`src/rtl/sm4_rkey_buf.sv`:
```
// SM4 round-key buffer: captures the 32 expanded round keys once, then replays
// them one per request in encryption (rk0..rk31) or decryption (rk31..rk0) order.
module sm4_rkey_buf #(
    parameter int RKEY_W   = 32,
    parameter int RKEY_NUM = 32
) (
    input  logic              clk_sys,
    input  logic              sys_rst_n,
    input  logic              key_load_start,
    input  logic [RKEY_W-1:0] key2core_rkey,
    input  logic              key2core_rkey_vld,
    input  logic              core_blk_start,
    input  logic              dec_mode,
    input  logic              core_rkey_req,
    output logic [RKEY_W-1:0] rkey_out,
    output logic              rkey_out_vld,
    output logic [4:0]        rkey_out_idx,
    output logic              rkey_out_last,
    output logic              keys_ready,
    output logic              key_err
);
    localparam logic [1:0] EMPTY   = 2'd0;
    localparam logic [1:0] LOADING = 2'd1;
    localparam logic [1:0] READY   = 2'd2;

    logic [1:0]        state_q, state_d;
    logic [5:0]        wr_ptr_q, wr_ptr_d;
    logic [4:0]        rd_idx_q, rd_idx_d;
    logic              dec_q, dec_d;
    logic              key_err_q, key_err_d;
    logic [RKEY_W-1:0] rkey_q;
    logic              vld_q;
    logic [4:0]        idx_q;
    logic              last_q;
    logic [RKEY_W-1:0] mem_q [RKEY_NUM];

    logic       wr_en, rd_en, rd_dec;
    logic [4:0] rd_base, rd_addr;

    always_comb begin
        state_d   = state_q;
        wr_ptr_d  = wr_ptr_q;
        rd_idx_d  = rd_idx_q;
        dec_d     = dec_q;
        key_err_d = key_err_q;
        wr_en     = 1'b0;
        rd_en     = 1'b0;
        rd_base   = rd_idx_q;
        rd_dec    = dec_q;
        if (key_load_start) begin
            // A reload discards whatever beat or request shares its cycle.
            state_d   = LOADING;
            wr_ptr_d  = '0;
            key_err_d = 1'b0;
            rd_idx_d  = '0;
            dec_d     = 1'b0;
        end else begin
            case (state_q)
                LOADING: if (key2core_rkey_vld) begin
                    wr_en    = 1'b1;
                    wr_ptr_d = wr_ptr_q + 6'd1;
                    if (wr_ptr_q == 6'(RKEY_NUM - 1)) state_d = READY;
                end
                READY:   if (key2core_rkey_vld) key_err_d = 1'b1;
                default: ;
            endcase
            // Block start is folded in ahead of the read so a same-cycle
            // request fetches round 0 in the freshly sampled mode.
            if (core_blk_start) begin
                rd_base  = '0;
                rd_dec   = dec_mode;
                rd_idx_d = '0;
                dec_d    = dec_mode;
            end
            if (core_rkey_req && state_q == READY) begin
                rd_en    = 1'b1;
                rd_idx_d = rd_base + 5'd1;
            end
        end
        rd_addr = rd_dec ? (5'(RKEY_NUM - 1) - rd_base) : rd_base;
    end

    always_ff @(posedge clk_sys or negedge sys_rst_n) begin
        if (!sys_rst_n) begin
            state_q   <= EMPTY;
            wr_ptr_q  <= '0;
            rd_idx_q  <= '0;
            dec_q     <= 1'b0;
            key_err_q <= 1'b0;
            rkey_q    <= '0;
            vld_q     <= 1'b0;
            idx_q     <= '0;
            last_q    <= 1'b0;
        end else begin
            state_q   <= state_d;
            wr_ptr_q  <= wr_ptr_d;
            rd_idx_q  <= rd_idx_d;
            dec_q     <= dec_d;
            key_err_q <= key_err_d;
            vld_q     <= rd_en;
            if (rd_en) begin
                rkey_q <= mem_q[rd_addr];
                idx_q  <= rd_base;
                last_q <= (rd_base == 5'(RKEY_NUM - 1));
            end
        end
    end

    always_ff @(posedge clk_sys) begin
        if (wr_en) mem_q[wr_ptr_q[4:0]] <= key2core_rkey;
    end

    assign rkey_out      = rkey_q;
    assign rkey_out_vld  = vld_q;
    assign rkey_out_idx  = idx_q;
    assign rkey_out_last = last_q;
    assign keys_ready    = (state_q == READY);
    assign key_err       = key_err_q;
endmodule

```
`config.mk`:
```
export PLATFORM = sky130hd
export DESIGN_NAME = sm4_rkey_buf
export DESIGN_NICKNAME = d
export VERILOG_FILES = /design/src/rtl/sm4_rkey_buf.sv
export SDC_FILE = /design/constraint.sdc
export NUM_CORES = 1
export LEC_CHECK = 0
export ABC_AREA = 0
export CAP_MARGIN = 20
export CORE_ASPECT_RATIO = 0.75
export CORE_MARGIN = 2
export CORE_UTILIZATION = 40
export CTS_CLUSTER_SIZE = 12
export DETAILED_ROUTE_END_ITERATION = 12
export SYNTH_ARGS = -nofsm -noshare
export SYNTH_HDL_FRONTEND = slang
export SYNTH_SLANG_ARGS = --single-unit
```
`constraint.sdc`:
```
create_clock -name clk_sys -period 3.9 [get_ports clk_sys]
set_input_delay 0.585 -clock clk_sys [delete_from_list [all_inputs] [get_ports clk_sys]]
set_output_delay 0.585 -clock clk_sys [all_outputs]
set_load 0.02 [all_outputs]
```
==> report_table.html <==
<table>
<tr><th>Metric</th><th>Value</th></tr>
<tr><th colspan="2">Outcome</th></tr>
<tr><td>Outcome</td><td>finished clean</td></tr>
<tr><th colspan="2">Cells and area</th></tr>
<tr><td>Finished layout cell area</td><td>52500 sq um</td></tr>
<tr><td>Number of nets in the layout</td><td>3252</td></tr>
<tr><td>Number of antenna diodes</td><td>0</td></tr>
<tr><td>Layout cell share with drive strength beyond 1</td><td>11.9%</td></tr>
<tr><td>Commonest cells after routing, fill and taps aside</td><td>sky130_fd_sc_hd__edfxtp_1, sky130_fd_sc_hd__nand2_1, sky130_fd_sc_hd__mux2i_1</td></tr>
<tr><td>Area overhead of the layout relative to synthesis</td><td>16.0%</td></tr>
<tr><td>Post-Layout Cell Count</td><td>4785</td></tr>
<tr><td>Fill cells</td><td>between 9000 and 10000</td></tr>
<tr><td>Most common cell after layout, fill and taps aside</td><td>sky130_fd_sc_hd__edfxtp_1</td></tr>
<tr><th colspan="2">Route</th></tr>
<tr><td>Routed Antenna Nets</td><td>0</td></tr>
<tr><td>Via Count</td><td>roughly 28000</td></tr>
<tr><td>DRC errors left</td><td>0</td></tr>
<tr><td>Wire length per cell</td><td>25.6 microns</td></tr>
<tr><td>Detail-routed via count per cell</td><td>around 5.8</td></tr>
<tr><td>Total routed wirelength</td><td>around 120000 microns</td></tr>
<tr><td>Number of DRC markers in iteration 0</td><td>2929</td></tr>
<tr><td>DR pass1 iterations</td><td>6</td></tr>
<tr><th colspan="2">Synth</th></tr>
<tr><td>Prevailing post-synth register cell</td><td>sky130_fd_sc_hd__edfxtp_1</td></tr>
<tr><td>Synthesized cell area</td><td>between 40000 and 50000 sq um</td></tr>
<tr><td>Gate count of the mapped netlist</td><td>approximately 3100</td></tr>
<tr><td>Number of enable flip-flop cells after synthesis</td><td>1024</td></tr>
<tr><td>Leading cell types by total area after synthesis</td><td>sky130_fd_sc_hd__edfxtp_1, sky130_fd_sc_hd__mux2i_1, sky130_fd_sc_hd__nand2_1, sky130_fd_sc_hd__mux4_2, sky130_fd_sc_hd__dfrtp_1</td></tr>
<tr><td>Sequential fraction of the synthesis area</td><td>71.0%</td></tr>
<tr><td>Fraction of post-synthesis cell area in the top cell type by area</td><td>a little under 70%</td></tr>
<tr><td>FF+latch count, synth</td><td>around 1100</td></tr>
<tr><td>YS warnings</td><td>0</td></tr>
<tr><td>Number of distinct library cells after synthesis</td><td>48</td></tr>
<tr><td>Async set or reset register ratio after synthesis</td><td>5.01%</td></tr>
<tr><td>Synth area leader</td><td>sky130_fd_sc_hd__edfxtp_1</td></tr>
<tr><td>Post-Synthesis Mean Instance Area</td><td>14.6 sq um</td></tr>
<tr><td>Net Count, Synth</td><td>3152</td></tr>
<tr><th colspan="2">Floorplan</th></tr>
<tr><td>Overall die width</td><td>between 300 and 400 microns</td></tr>
<tr><td>Die outline height</td><td>295 microns</td></tr>
<tr><td>Num ports</td><td>80</td></tr>
<tr><td>Placeable Area</td><td>112000 sq um</td></tr>
<tr><td>Std-Cell Rows</td><td>between 100 and 150</td></tr>
<tr><td>Effective utilization at floorplan</td><td>between 40 and 50%</td></tr>
<tr><td>Die area</td><td>116000 sq um</td></tr>
<tr><th colspan="2">Clock network</th></tr>
<tr><td>Number of clock sinks</td><td>between 1000 and 1500</td></tr>
<tr><td>Maximum number of buffers from clock root to sink</td><td>3</td></tr>
<tr><td># Post-CTS Setup Buffers</td><td>0</td></tr>
<tr><td>Total of hold buffers inserted after clock tree synthesis</td><td>0</td></tr>
<tr><td>CTS H-tree lvls</td><td>3</td></tr>
<tr><td>Clock transition time at the flip-flop clock pins of the worst setup and hold paths</td><td>0.06 ns</td></tr>
<tr><td>Insertion delay of the later-clocked pin in the worst-skew pair</td><td>roughly 0.70 ns</td></tr>
<tr><td>Cells resized by post-CTS repair</td><td>0</td></tr>
<tr><td>Inserted Clock Buffers</td><td>103</td></tr>
<tr><td>TritonCTS clock tree</td><td>done</td></tr>
<tr><td>Clk Tree Root Cell</td><td>sky130_fd_sc_hd__clkbuf_16</td></tr>
<tr><th colspan="2">STA</th></tr>
<tr><td>Tightest hold margin</td><td>around 0.048 ns</td></tr>
<tr><td>Post-route minimum period</td><td>approximately 3.3 ns</td></tr>
<tr><td>Total Negative Setup Slacks</td><td>0 ns</td></tr>
<tr><td>Final hold viol count</td><td>0</td></tr>
<tr><td>Maximum frequency from static timing analysis</td><td>307 MHz</td></tr>
<tr><td>Max Slew Vio Count</td><td>0</td></tr>
<tr><td>Tcrit/Tclk final</td><td>83.4%</td></tr>
<tr><td>Unrepaired setup endpoints after global routing</td><td>false</td></tr>
<tr><td>Pin slew with the least headroom to its limit</td><td>1.13 ns</td></tr>
<tr><td>Tightest slew margin relative to the limit</td><td>24.5%</td></tr>
<tr><td>Setup slack of the critical path after layout</td><td>between 0.6 and 0.7 ns</td></tr>
<tr><td>Final worst clock skew</td><td>approximately 0.029 ns</td></tr>
<tr><td>Final number of setup-violating endpoints</td><td>0</td></tr>
<tr><th colspan="2">Power and ir drop</th></tr>
<tr><td>P_sw</td><td>about 0.0051 W</td></tr>
<tr><td>Proportion of power drawn by the clock network</td><td>39.5%</td></tr>
<tr><td>Static leakage</td><td>16.4 nW</td></tr>
<tr><td>Combinational Power Share</td><td>5.6%</td></tr>
<tr><td>Power density over the cells</td><td>442 nW/um^2</td></tr>
<tr><td>Internal power</td><td>0.0181 W</td></tr>
<tr><td>Worst IR Drop VDD</td><td>0.386 mV</td></tr>
<tr><td>Switch share</td><td>21.8%</td></tr>
<tr><td>Sequential share of power</td><td>55.0%</td></tr>
<tr><th colspan="2">Worst setup path</th></tr>
<tr><td>R2r startpoint</td><td>dec_q$_DFF_PN0_</td></tr>
<tr><td>Peak fanout along the critical path</td><td>33</td></tr>
<tr><td>Kind of end point of the critical path</td><td>register</td></tr>
<tr><td>Worst Setup Path Type</td><td>reg2reg</td></tr>
<tr><td>Crit path from</td><td>dec_q$_DFF_PN0_</td></tr>
<tr><td>Crit path arrival time</td><td>approximately 3.8 ns</td></tr>
<tr><td>Element type at the critical path start</td><td>register</td></tr>
<tr><td>Required time worst endpoint</td><td>4.47 ns</td></tr>
<tr><th colspan="2">Place</th></tr>
<tr><td>Placed Instance Area</td><td>49200 sq um</td></tr>
<tr><td>Worst-case setup slack after placement</td><td>0.459 ns</td></tr>
<tr><td>Final GP Congestion</td><td>0.773</td></tr>
<tr><td>Number of port buffers</td><td>79</td></tr>
<tr><td>Post-placement cell count</td><td>4601</td></tr>
<tr><td>Detail Placement HPWL</td><td>67800 microns</td></tr>
<tr><th colspan="2">Global routing</th></tr>
<tr><td>Vias in the first global route</td><td>around 27000</td></tr>
<tr><td>Global-route layer with the greatest usage</td><td>met2</td></tr>
<tr><td>Met1 routing resource usage after global routing</td><td>31.4%</td></tr>
<tr><td>Met2 usage</td><td>31.6%</td></tr>
<tr><td>Pin count of the biggest net entering global routing</td><td>about 130</td></tr>
<tr><td>All-Layer GR Usage</td><td>21.0%</td></tr>
<tr><td>Global-route wire length before repair</td><td>181000 microns</td></tr>
<tr><td>Number of antenna violations at the first check in global routing</td><td>0</td></tr>
<tr><td>Global routing usage on met3</td><td>3.44%</td></tr>
<tr><td>Total grt overflow</td><td>0</td></tr>
<tr><th colspan="2">Job</th></tr>
<tr><td>Number of violations of the max-capacitance limit</td><td>0</td></tr>
<tr><th colspan="2">Worst hold path</th></tr>
<tr><td>Class of the most critical hold timing path</td><td>in2async</td></tr>
</table>
cell usage after synthesis (2+ instances only):
| library cell | number |
|---|---|
| sky130_fd_sc_hd__edfxtp_1 | 1024 |
| sky130_fd_sc_hd__nand2_1 | 601 |
| sky130_fd_sc_hd__mux2i_1 | 285 |
| sky130_fd_sc_hd__clkbuf_1 | 135 |
| sky130_fd_sc_hd__a21oi_1 | 133 |
| sky130_fd_sc_hd__a32oi_1 | 124 |
| sky130_fd_sc_hd__o21ai_0 | 98 |
| sky130_fd_sc_hd__o22ai_1 | 95 |
| sky130_fd_sc_hd__buf_2 | 75 |
| sky130_fd_sc_hd__and3_1 | 65 |
| sky130_fd_sc_hd__mux4_2 | 64 |
| sky130_fd_sc_hd__dfrtp_1 | 54 |
| sky130_fd_sc_hd__nor2_1 | 47 |
| sky130_fd_sc_hd__a22oi_1 | 34 |
| sky130_fd_sc_hd__a22o_1 | 31 |
| sky130_fd_sc_hd__o211ai_1 | 31 |
| sky130_fd_sc_hd__o21ai_1 | 31 |
| sky130_fd_sc_hd__o221ai_1 | 31 |
| sky130_fd_sc_hd__o41ai_1 | 31 |
| sky130_fd_sc_hd__nand3_1 | 18 |
| sky130_fd_sc_hd__buf_1 | 17 |
| sky130_fd_sc_hd__nand3b_1 | 8 |
| sky130_fd_sc_hd__xnor2_1 | 8 |
| sky130_fd_sc_hd__nand2b_1 | 7 |
| sky130_fd_sc_hd__inv_1 | 6 |
| sky130_fd_sc_hd__ha_1 | 5 |
| sky130_fd_sc_hd__or3_1 | 5 |
| sky130_fd_sc_hd__a21o_1 | 4 |
| sky130_fd_sc_hd__a31oi_1 | 4 |
| sky130_fd_sc_hd__buf_6 | 4 |
| sky130_fd_sc_hd__nor3_1 | 4 |
| sky130_fd_sc_hd__or3b_2 | 4 |
| sky130_fd_sc_hd__xor2_1 | 4 |
| sky130_fd_sc_hd__nor2b_1 | 3 |
| sky130_fd_sc_hd__a311oi_1 | 2 |
| sky130_fd_sc_hd__buf_4 | 2 |
| sky130_fd_sc_hd__nand4_1 | 2 |
| sky130_fd_sc_hd__or2_2 | 2 |
final cells by class:
cell class	count	area, sq um	share of cell area [%]
Sequential cell	1078	32100	61.2
Inverter	6	22.5	0.0429
Clock inverter	14	130	0.248
Multi-Input combinational cell	1791	12500	23.8
Tap cell	1512	1890	3.61
Clock buffer	156	2820	5.37
Timing Repair Buffer	228	3040	5.79
path summary, 6_finish.rpt:
kind	to	slack [ns]	depth (start not counted)
min	state_q[1]$_DFFE_PN0P_	0.05	1
max in group asynchronous	rd_idx_q[0]$_DFF_PN0_	3.07	1
min in group clk_sys	rkey_out_idx[3]$_DFFE_PN0P_	0.49	2
max	rkey_out[1]$_DFFE_PN0P_	0.65	8
min reg2reg	rkey_out_idx[3]$_DFFE_PN0P_	0.49	2
max reg2reg	rkey_out[1]$_DFFE_PN0P_	0.65	8
critical path, stage by stage (launching register included):
cell and delay [ns]:
sky130_fd_sc_hd__dfrtp_1 0.75, sky130_fd_sc_hd__xnor2_2 0.29, sky130_fd_sc_hd__a21oi_4 0.58, sky130_fd_sc_hd__buf_12 0.29, sky130_fd_sc_hd__buf_12 0.26, sky130_fd_sc_hd__mux2i_1 0.22
sky130_fd_sc_hd__o21ai_0 0.10, sky130_fd_sc_hd__o41ai_1 0.51, sky130_fd_sc_hd__o21ai_1 0.10
state kept, by name, indices dropped and copies added (netlist names):
register,flops
key_err,1
rkey_out_last,1
rkey_out_vld,1
rd_idx_q,5
rkey_out_idx,5
rkey_out,32
dec_q,1
state_q,2
wr_ptr_q,6
mem_q,1024
cells by family (layout without fill, tap and decap cells):
logic type	Yosys count	count (layout)	synth area share, %
compound gates	653	653	9.73
xor+xnor	13	13	0.268
simple gates	770	770	7.09
flops	1078	1078	71.0
buf+inv	239	404	2.27
mux	350	350	9.52
fa+ha+maj	5	5	0.138
routing by layer:
metal | vias up | share of wire (%)
met4 | 0 | 2.6
met5 | - | 0
met1 | 14400 | 45
met3 | 190 | 7.4
met2 | 1088 | 45
li1 | 12300 | -
stage by stage:
stage,total power (W),utilization (%)
after CTS,0.0233,46.6
after global routing,0.0239,46.9
after floorplan,0.0136,-
after detailed placement,0.0143,44.0
final,0.0232,46.9
after global placement,0.0142,43.9
power groups by stage:
stage	Clock (W)	Sequential, W	Combinational [W]
2_1_floorplan	0	0.0130	0.000636
3_3_place_gp	0	0.0130	0.00122
3_5_place_dp	0	0.0130	0.00125
4_1_cts	0.00932	0.0128	0.00125
5_1_grt	0.00978	0.0128	0.00139
6_report	0.00916	0.0128	0.00130
Note: power is estimated with default switching activity, not from simulation.
